File: config.mk
export PLATFORM = sky130hd
export DESIGN_NAME = twofish_sbox_key_gen
export DESIGN_NICKNAME = d
export VERILOG_FILES = /design/src/rtl/twofish_sbox_key_gen.sv
export SDC_FILE = /design/constraint.sdc
export NUM_CORES = 1
export LEC_CHECK = 0
export CORE_UTILIZATION = 28
export CTS_CLUSTER_SIZE = 20
export DETAILED_ROUTE_END_ITERATION = 8
export SLEW_MARGIN = 20
export SYNTH_ARGS = -nofsm -noshare
export SYNTH_HDL_FRONTEND = slang
export SYNTH_SLANG_ARGS = --single-unit
File: constraint.sdc
create_clock -name clk_i -period 15.4 [get_ports clk_i]
set_input_delay 2.31 -clock clk_i [delete_from_list [all_inputs] [get_ports clk_i]]
set_output_delay 2.31 -clock clk_i [all_outputs]
set_load 0.01 [all_outputs]
File: src/rtl/twofish_sbox_key_gen.sv
// rtl/twofish_sbox_key_gen.sv - iterative Twofish RS(4x8) key-to-S-box word generator
// Folds one key byte per clock into S0 (m0..m7) or S1 (m8..m15) over GF(2^8).
module twofish_sbox_key_gen #(
  parameter logic [7:0] RS_POLY = 8'h4D
) (
  input  logic         clk_i,
  input  logic         rst_i,
  input  logic [127:0] key_i,
  input  logic         key_valid_i,
  output logic         key_ready_o,
  output logic [31:0]  s0_o,
  output logic [31:0]  s1_o,
  output logic         out_valid_o,
  input  logic         out_ready_i
);

  typedef enum logic [1:0] {IDLE, CALC, DONE} state_t;

  state_t        state_q, state_d;
  logic [3:0]    cnt_q, cnt_d;
  logic [127:0]  key_q, key_d;
  logic [31:0]   s0_q, s0_d;
  logic [31:0]   s1_q, s1_d;
  logic [7:0]    m_byte;
  logic [6:0]    byte_base;
  logic [31:0]   col;
  logic [31:0]   prod;

  function automatic logic [7:0] gf_mul(input logic [7:0] a, input logic [7:0] b);
    logic [7:0] p;
    logic [7:0] x;
    p = 8'h00;
    x = a;
    for (int i = 0; i < 8; i++) begin
      if (b[i]) p = p ^ x;
      x = x[7] ? ({x[6:0], 1'b0} ^ RS_POLY) : {x[6:0], 1'b0};
    end
    return p;
  endfunction

  function automatic logic [31:0] rs_col(input logic [2:0] idx);
    case (idx)
      3'd0:    return 32'h01A402A4;
      3'd1:    return 32'hA456A155;
      3'd2:    return 32'h5582FC87;
      3'd3:    return 32'h87F3C15A;
      3'd4:    return 32'h5A1E4758;
      3'd5:    return 32'h58C6AEDB;
      3'd6:    return 32'hDB683D9E;
      default: return 32'h9EE51903;
    endcase
  endfunction

  // m0 lives in the top byte, so byte cnt starts at bit 8*(15-cnt)
  assign byte_base = {~cnt_q, 3'b000};
  assign m_byte    = key_q[byte_base +: 8];
  assign col       = rs_col(cnt_q[2:0]);
  assign prod      = {gf_mul(col[31:24], m_byte), gf_mul(col[23:16], m_byte),
                      gf_mul(col[15:8], m_byte),  gf_mul(col[7:0], m_byte)};

  always_comb begin
    state_d = state_q;
    cnt_d   = cnt_q;
    key_d   = key_q;
    s0_d    = s0_q;
    s1_d    = s1_q;
    case (state_q)
      IDLE: begin
        if (key_valid_i) begin
          key_d   = key_i;
          s0_d    = 32'h0;
          s1_d    = 32'h0;
          cnt_d   = 4'd0;
          state_d = CALC;
        end
      end
      CALC: begin
        if (cnt_q[3]) s1_d = s1_q ^ prod;
        else          s0_d = s0_q ^ prod;
        cnt_d = cnt_q + 4'd1;
        if (cnt_q == 4'd15) state_d = DONE;
      end
      DONE: begin
        if (out_ready_i) state_d = IDLE;
      end
      default: state_d = IDLE;
    endcase
  end

  always_ff @(posedge clk_i or posedge rst_i) begin
    if (rst_i) begin
      state_q <= IDLE;
      cnt_q   <= 4'd0;
      key_q   <= 128'h0;
      s0_q    <= 32'h0;
      s1_q    <= 32'h0;
    end else begin
      state_q <= state_d;
      cnt_q   <= cnt_d;
      key_q   <= key_d;
      s0_q    <= s0_d;
      s1_q    <= s1_d;
    end
  end

  assign key_ready_o = (state_q == IDLE);
  assign out_valid_o = (state_q == DONE);
  assign s0_o        = s0_q;
  assign s1_o        = s1_q;

endmodule

==> flow_summary.yaml <==
outcome:
  status: "finished, final reports clean"
place:
  gp_congestion: 0.987
  hpwlAfterDp_um: 34800
  port-buffer-count: 197
die:
  die_x_um: 231
  io-pin-count: 198
  initial_core_util: 0.285
  die-area_mm2: 0.0535
  core.rowCount: 83
  core_area_mm2: 0.0516
  die_y_um: 231
run:
  cap_violations: 0
sta:
  finalSetupViolations: 0
  fmax_mhz: 194
  fin_crit_sh: 0.335
  hold_viol: 0
  rsz0062_at_grt: "false"
  timing.hold.ws_ns: 0.475
  drv_slew: 0
  finalSetupTns_ns: 0
  max-slew-margin-rel: 0.215
  fin_crit_ns: 5.16
  finClkSkew_ns: 0.0143
  tightest_slew_ns: 1.18
routing:
  vias_per_cell: 5.23
  drc: 0
  dr.pass1.iters: 6
  routed_wirelength_um: 50200
  first_iter_violations: 1454
  vias: 13700
  final_antenna_net_count: 0
  post_drt_wl_per_cell_um: 19.2
layout:
  area_growth_pct: 20.8
  antenna_cells: 0
  layout-drive-gt1-share: 0.0682
  final_nets: 2065
logic_synthesis:
  syn-cell-area_mm2: 0.0147
  yosysTopAreaCell: "dfrtp_1"
  ys.warnings.count: 0
  synth_seq_area_share: 0.337
  synth.most_common_cell: "nand2_1"
  syn_avg_cell_area_um2: 8.10
  synth_commonest_cells: "520 x nand2_1, 198 x dfrtp_1, 159 x nor2_1"
  synth.mux.area_fraction: 0.0686
  synthCells: 1816
  synth_top_family_by_area: "simple AND/OR/NAND/NOR gates"
  synth_area_leaders: "dfrtp_1 34%, nand2_1 13%, xnor2_1 8.0%"
  synth_fa_ha_area_frac: 0.00851
  ys_types: 79
  synth-simple-area-share: 0.244
  synth_top_area_frac: 0.337
  synth_nets: 1958
  synth_xor_area_frac: 0.156
  ys_async_sr_fraction: 1.00
  ys_ff_latch: 198
  synth_compound_area_frac: 0.142
  synth-edff-count: 0
  synth-main-ff-cell: "dfrtp_1"
global_routing:
  grt_pass1_vias: 13200
  grt_usage: 0.188
  grt.overflow.total: 0
  antenna_found_initial: 0
  grt_max_degree: 131
  grt_pass1_wl_um: 77400
worst_hold_path:
  hold_class: "reg2reg"
clock_tree:
  clkTransAtPathRegs_ns: 0.08
  cts_buffer_depth: 2
  clock_sinks: 198
  post_cts_buffers: 0
  ctsHoldBuffers: 0
  clk_latency_ns: 0.47
  root_buffer: "clkbuf_16"
  h-tree-depth: 4
  numCtsBuffers: 17
  cts_resized: 0
  cts_tree: "done"
setup_path:
  arrival_ns: 5.54
  worst_setup_path_end_kind: "flop"
  critPathLaunchType: "flop"
  worstPathRequired_ns: 15.78
  crit_type: "reg2reg"
  cp_max_fo: 81
[metrics by stage]
stage,cell area (um^2),worst slack [ns],utilization,instances
5_1_grt,17800,10.03,0.344,2616
3_5_place_dp,17200,10.29,0.332,2584
4_1_cts,17800,10.32,0.344,2616
6_report,17800,10.24,0.344,2616
3_3_place_gp,17200,10.31,0.332,2584
2_1_floorplan,14700,7.69,-,1816
[flip-flops by register name (all words and copies together), names as in the netlist]
name     count
key_q      128
state_q      2
s0_o        32
cnt_q        4
s1_o        32
[critical path, stage by stage, from the launching register on]
cell and delay [ns]:
dfrtp_2 0.34, buf_4 0.60, inv_1 0.08, buf_4 0.29, ha_1 0.25, buf_4 0.21, a21o_1 0.23, nor2_1 0.87
nor4_1 0.22, nor3_1 0.35, xnor2_1 0.19, xnor3_1 0.37, xnor2_1 0.65, o21ai_0 0.19, a21oi_1 0.18
[cells by family after synthesis]
family	count (synthesis)
buf+inv	142
xor+xnor	214
compound gates	345
mux	61
flops	198
fa+ha+maj	10
simple gates	846
[path summary, 6_finish.rpt]
path | start | endpoint | slack, ns | cells after the start
max in group asynchronous | rst_i | cnt_q[2]$_DFFE_PP0P_ | 11.43 | 3
worst min register to register | key_q[51]$_DFFE_PP0P_ | key_q[51]$_DFFE_PP0P_ | 0.47 | 2
worst min-delay path | key_q[51]$_DFFE_PP0P_ | key_q[51]$_DFFE_PP0P_ | 0.47 | 2
worst max register to register | cnt_q[2]$_DFFE_PP0P_ | s1_o[12]$_DFFE_PP0P_ | 10.24 | 14
worst max-delay path | cnt_q[2]$_DFFE_PP0P_ | s1_o[12]$_DFFE_PP0P_ | 10.24 | 14
min in group asynchronous | rst_i | key_q[44]$_DFFE_PP0P_ | 2.41 | 2
[metal layers]
metal / vias to the layer above / GRT usage / wire length [um]
met5: - / 0 / 0
met4: 0 / 0.0708 / 1500
met3: 99 / 0.0347 / 3660
met2: 632 / 0.306 / 23600
met1: 6593 / 0.246 / 21400
li1: 6366 / - / -
[layout make-up]
class	instances	area [um^2]
inverters	8	37.5
flip-flops and latches	198	4960
clock buffers	17	425
multi-input cells	1476	9150
repair buffers	222	2160
fillers	5257	33900
well taps	680	851
clock inverters	15	180
[layout by cell type (no fill, tap or decap), drive strengths merged, types with 11 or more instances in the layout]
| cell | instances |
|---|---|
| buf | 25 |
| xnor2 | 135 |
| or3 | 47 |
| clkbuf | 17 |
| a21oi | 123 |
| dfrtp | 198 |
| xnor3 | 28 |
| o211ai | 12 |
| nand2 | 521 |
| o21ai | 104 |
| inv | 16 |
| nand3 | 26 |
| mux4 | 29 |
| nor3 | 30 |
| mux2i | 22 |
| xor2 | 50 |
| o22ai | 19 |
| nor2 | 161 |
| clkdlybuf4s50 | 197 |
| a22oi | 11 |
Power is left out: the tool's default activity adds up to more than one toggle a clock period on the data nets, which glitch-free logic cannot reach.
